## src/rtl/uart_sample_assembler.sv

```systemverilog
// uart_sample_assembler
// Pairs consecutive UART bytes (low byte first) into 16-bit samples, drops an
// orphaned low byte after an inter-byte timeout, and buffers samples in a
// first-word-fall-through FIFO with a valid/ready output.
//
// state   | meaning
// --------+--------------------------------------------------------------
// WAIT_LO | idle, next received byte is the low half of a sample
// WAIT_HI | low byte held, timeout running, next byte completes the sample
module uart_sample_assembler #(
   parameter int CLOCK_FREQUENCY = 50_000_000,
   parameter int BAUD_RATE       = 9600,
   parameter int TIMEOUT_BYTES   = 4,
   parameter int FIFO_DEPTH      = 8
) (
   input  logic                          clkIn,
   input  logic                          resetIn,
   input  logic                          byteValidIn,
   input  logic [7:0]                    byteDataIn,
   input  logic                          sampleReadyIn,
   input  logic                          clearErrIn,
   output logic [15:0]                   sampleOut,
   output logic                          sampleValidOut,
   output logic [$clog2(FIFO_DEPTH):0]   fifoLevelOut,
   output logic                          overflowErrOut,
   output logic                          resyncErrOut
);

   localparam int TIMEOUT_CYCLES = CLOCK_FREQUENCY / BAUD_RATE * 10 * TIMEOUT_BYTES;
   localparam int CNT_W          = $clog2(TIMEOUT_CYCLES + 1);
   localparam int PTR_W          = $clog2(FIFO_DEPTH);
   localparam int LVL_W          = PTR_W + 1;

   typedef enum logic {
      WAIT_LO = 1'b0,
      WAIT_HI = 1'b1
   } state_t;

   state_t             state_q, state_d;
   logic [CNT_W-1:0]   cnt_q, cnt_d;
   logic [7:0]         lo_q, lo_d;
   logic               push;
   logic [15:0]        push_data;
   logic               resync_evt;

   logic [15:0]        mem_q [FIFO_DEPTH];
   logic [PTR_W-1:0]   rd_ptr_q, wr_ptr_q;
   logic [LVL_W-1:0]   level_q, level_d;
   logic               pop, full, wr_en, ovf_evt;
   logic               ovf_q, resync_q;

   // Assembler next-state: a byte in WAIT_HI always beats timeout expiry.
   always_comb begin
      state_d    = state_q;
      cnt_d      = cnt_q;
      lo_d       = lo_q;
      push       = 1'b0;
      push_data  = {byteDataIn, lo_q};
      resync_evt = 1'b0;
      case (state_q)
         WAIT_LO: begin
            if (byteValidIn) begin
               lo_d    = byteDataIn;
               cnt_d   = CNT_W'(TIMEOUT_CYCLES);
               state_d = WAIT_HI;
            end
         end
         WAIT_HI: begin
            if (byteValidIn) begin
               push    = 1'b1;
               state_d = WAIT_LO;
            end else if (cnt_q == '0) begin
               resync_evt = 1'b1;
               lo_d       = 8'h00;
               state_d    = WAIT_LO;
            end else begin
               cnt_d = cnt_q - CNT_W'(1);
            end
         end
         default: state_d = WAIT_LO;
      endcase
   end

   // Assembler state, timeout counter and held low byte.
   always_ff @(posedge clkIn) begin
      if (resetIn) begin
         state_q <= WAIT_LO;
         cnt_q   <= '0;
         lo_q    <= 8'h00;
      end else begin
         state_q <= state_d;
         cnt_q   <= cnt_d;
         lo_q    <= lo_d;
      end
   end

   assign full    = (level_q == LVL_W'(FIFO_DEPTH));
   assign pop     = sampleValidOut & sampleReadyIn;
   // A full FIFO still accepts a push when the head leaves in the same cycle.
   assign wr_en   = push & (~full | pop);
   assign ovf_evt = push & full & ~pop;

   // FIFO occupancy update.
   always_comb begin
      level_d = level_q;
      case ({wr_en, pop})
         2'b10:   level_d = level_q + LVL_W'(1);
         2'b01:   level_d = level_q - LVL_W'(1);
         default: level_d = level_q;
      endcase
   end

   // FIFO pointers and level; pointers wrap naturally at the power-of-two depth.
   always_ff @(posedge clkIn) begin
      if (resetIn) begin
         rd_ptr_q <= '0;
         wr_ptr_q <= '0;
         level_q  <= '0;
      end else begin
         if (wr_en) wr_ptr_q <= wr_ptr_q + PTR_W'(1);
         if (pop)   rd_ptr_q <= rd_ptr_q + PTR_W'(1);
         level_q <= level_d;
      end
   end

   // Sample storage; cleared on reset so the head reads zero afterwards.
   always_ff @(posedge clkIn) begin
      if (resetIn) begin
         for (int i = 0; i < FIFO_DEPTH; i++) mem_q[i] <= 16'h0000;
      end else if (wr_en) begin
         mem_q[wr_ptr_q] <= push_data;
      end
   end

   // Sticky error flags; a set event wins over a coincident clear.
   always_ff @(posedge clkIn) begin
      if (resetIn) begin
         ovf_q    <= 1'b0;
         resync_q <= 1'b0;
      end else begin
         if (ovf_evt)         ovf_q <= 1'b1;
         else if (clearErrIn) ovf_q <= 1'b0;
         if (resync_evt)      resync_q <= 1'b1;
         else if (clearErrIn) resync_q <= 1'b0;
      end
   end

   assign sampleOut      = mem_q[rd_ptr_q];
   assign sampleValidOut = (level_q != '0);
   assign fifoLevelOut   = level_q;
   assign overflowErrOut = ovf_q;
   assign resyncErrOut   = resync_q;

endmodule

```

## config.mk

```make
export PLATFORM = sky130hd
export DESIGN_NAME = uart_sample_assembler
export DESIGN_NICKNAME = d
export VERILOG_FILES = /design/src/rtl/uart_sample_assembler.sv
export SDC_FILE = /design/constraint.sdc
export NUM_CORES = 1
export LEC_CHECK = 0
export BUFFER_PORTS_ARGS = -buffer_cell sky130_fd_sc_hd__buf_2
export CAP_MARGIN = 20
export CORE_ASPECT_RATIO = 0.75
export CORE_UTILIZATION = 55
export CTS_CLUSTER_SIZE = 14
export DETAILED_ROUTE_END_ITERATION = 10
export PLACE_DENSITY = 0.78
export SETUP_SLACK_MARGIN = 0.2
export SYNTH_ARGS = -nofsm -noshare
export SYNTH_HDL_FRONTEND = slang
export SYNTH_SLANG_ARGS = --single-unit
```

## constraint.sdc

```tcl
create_clock -name clkIn -period 3.5 [get_ports clkIn]
set_input_delay 0.175 -clock clkIn [delete_from_list [all_inputs] [get_ports clkIn]]
set_output_delay 0.175 -clock clkIn [all_outputs]
set_load 0.1 [all_outputs]
```

==> results.py <==
metrics = {
    "global_route": {
        "met1_usage": 0.338,
        "grt_pass1_wl_um": 27700,
        "gr-max-usage-layer": "met2",
        "grt_use_total": 0.254,
        "grt_max_degree": 33,
        "use_met3": 0.0572,
        "antenna_found_initial": 0,
        "grt_pass1_vias": 5015,
        "grt_use_met2": 0.412,
        "overflow": 0,
    },
    "cells_and_area": {
        "n_antenna_cell": 0,
        "layout.nets": 633,
        "regArea_um2": 4690,
        "multi_input_area_um2": 3030,
        "syn_to_final_growth_pct": 13.0,
        "final_cell_mix": "130 x and2_1, 128 x edfxtp_1, 41 x dfxtp_1",
        "drive_above_1_share": 0.232,
        "final_area_um2": 8870,
        "layout_commonest_cell": "and2_1",
        "nFillCells": 955,
    },
    "timing": {
        "fmax_mhz": 346,
        "worst_pin_slew_ps": 972,
        "period_minus_slack_ps": 2890,
        "period_share": 0.826,
        "finClkSkew_ps": 8.21,
        "setup_tns_ps": 0,
        "hold_slack_ps": 10.8,
        "slew_headroom": 0.351,
        "finalHoldViolCount": 0,
        "setup_violations": 0,
        "grt_setup_unrepaired": "false",
        "worst_slack_ps": 609,
        "maxSlewViolCount": 0,
    },
    "yosys": {
        "yosysSeqAreaShare": 0.597,
        "synth-compound-area-share": 0.0650,
        "synth_simple_gate_area_share": 0.186,
        "synth_top_family_by_area": "simple AND/OR/NAND/NOR gates",
        "async_reset_ff_frac": 0,
        "syn_area_um2": 7850,
        "synth_edf_count": 128,
        "syn_nets": 600,
        "synth_cell_type_count": 60,
        "yosysWarnings": 0,
        "ys_ff_latch": 170,
        "synth_flop_cell": "edfxtp_1",
        "synth_cells": 583,
        "synth_area_per_cell_um2": 13.5,
        "yosys-mux-area-fraction": 0.120,
        "synthAdderAreaFrac": 0.00638,
        "synth-xor-area-share": 0.00558,
    },
    "worst_setup_path": {
        "r2r_start": "state_q",
        "critical_path.cell_chain": "buf_4 > mux4_2 > mux2_2 > buf_2",
        "arrival_ps": 2720,
        "cp-start-kind": "flop",
        "critPathMaxStageDelay_ps": 870,
        "crit_required_ps": 3320,
        "path_max_fanout": 21,
        "end_kind": "output port",
        "crit_path_top_delay_cell": "dfxtp_2",
        "path_class": "reg2out",
        "cp_top_family": "flip-flops",
        "crit_buf_inv": 2,
    },
    "placed_design": {
        "port_buffers": 35,
        "dp_hpwl_um": 10600,
        "place.gp.congestion": 0.803,
        "placed_cell_area_um2": 8210,
        "dp_slack_ps": 805,
    },
    "clock_tree": {
        "path_clk_slew_ps": 70,
        "htreeDepth": 4,
        "cts_resized": 0,
        "numCtsBuffers": 17,
        "clk_path_buf_depth": 2,
        "cts_root_buf": "clkbuf_16",
        "cts_tree": "done",
        "cts.sinks": 170,
        "clk_latency_ps": 430,
    },
    "power": {
        "finalPower_uw": 5560,
        "vdd_ir_drop_max_mv": 0.335,
        "p_leak_uw": 0.00325,
        "cellPowerDensity_nw_per_um2": 627,
    },
    "routing": {
        "final_antenna_net_count": 0,
        "routedWlPerCell_um": 21.4,
        "wl_um": 17200,
        "viasPerCell": 6.19,
        "firstDrtPassIters": 5,
        "via_count": 4975,
        "drtIter0Drc": 511,
        "drc": 0,
    },
    "die": {
        "die_h_um": 105,
        "die_x_um": 140,
        "fp.coreArea_um2": 13800,
        "num_io_pins": 36,
        "fp.dieArea_um2": 14800,
        "rows": 37,
        "start_util": 0.567,
    },
    "outcome": {
        "status": "complete, no violations",
    },
    "run": {
        "max_cap_violations": 0,
    },
    "hold_path": {
        "min-delay-start": "clearErrIn",
        "hold_path.class": "in2reg",
    },
}
[timing repair]
action | CTS | global route
hold endpoints to repair | 1 | 0
buffers inserted | 0 | 0
hold buffers | 1 | 0
[worst min-delay path: cells and delay by family]
kind / cells / cell delay (ps)
AO/OA/AOI/OAI: 1 / 50
AND/OR/NAND/NOR: 1 / 50
buffers and inverters: 2 / 110
[state kept, by name, summed over array words and instances (netlist names), 3 cells and up, named ones only]
signal / count
wr_ptr_q: 3
lo_q: 8
mem_q: 128
rd_ptr_q: 3
cnt_q: 18
fifoLevelOut: 4
[per-layer routing]
layer | vias up | routed length (um) | share of wire
met3 | 19 | 1160 | 0.067
met4 | 0 | 248 | 0.014
met5 | - | 0 | 0
met1 | 2511 | 7330 | 0.43
met2 | 183 | 8440 | 0.49
li1 | 2262 | - | -
[cell type report]
cell class	count	share of cell area
Clock buffer	20	0.0515
Clock inverter	12	0.0220
Inverter	4	0.00169
Multi-Input combinational cell	375	0.341
Sequential cell	170	0.528
Tap cell	175	0.0247
Timing Repair Buffer	48	0.0310
[cells in the mapped netlist, types with 5 or more instances]
master | instances | area share
a211oi_1 | 6 | 0.0057
a21oi_1 | 9 | 0.0057
a22o_1 | 8 | 0.0089
and2_1 | 130 | 0.10
buf_2 | 6 | 0.0038
clkbuf_1 | 26 | 0.012
dfxtp_1 | 42 | 0.11
edfxtp_1 | 128 | 0.49
mux2_2 | 16 | 0.023
mux4_2 | 32 | 0.092
nand2_1 | 15 | 0.0072
nand2b_1 | 5 | 0.0040
nand3_1 | 5 | 0.0032
nor2_1 | 26 | 0.012
nor3_1 | 12 | 0.0077
nor4_1 | 7 | 0.0056
o211ai_1 | 6 | 0.0057
o21ai_0 | 9 | 0.0057
or2_2 | 10 | 0.0080
or3_1 | 6 | 0.0048
or4_1 | 5 | 0.0048
[worst paths after layout]
check                                     end  slack [ps]  cells past startpoint
worst max-delay path            sampleOut[11]         610                      4
worst min-delay path             resyncErrOut          10                      4
worst max register to register    mem_q[0][7]         750                      5
worst min register to register   resyncErrOut         450                      2
[kinds of logic after synthesis]
group                      count (synthesis)
and+or+nand+nor                          245
DFF                                      170
AOI/OAI and AO/OA                         69
muxes                                     52
buffers and inverters                     38
xor gates and xnor gates                   5
adders and majority gates                  4
[through the flow]
step                       util  std cells
after floorplan               -        583
after global placement    0.593        771
after detailed placement  0.593        771
after CTS                 0.641        804
after global routing      0.641        804
final                     0.641        804
[report_power, final]
part	internal, uW	switching [uW]
sequential	2260	126
clock	1300	769
combinational	342	764
(Power assumes the default switching activity.)
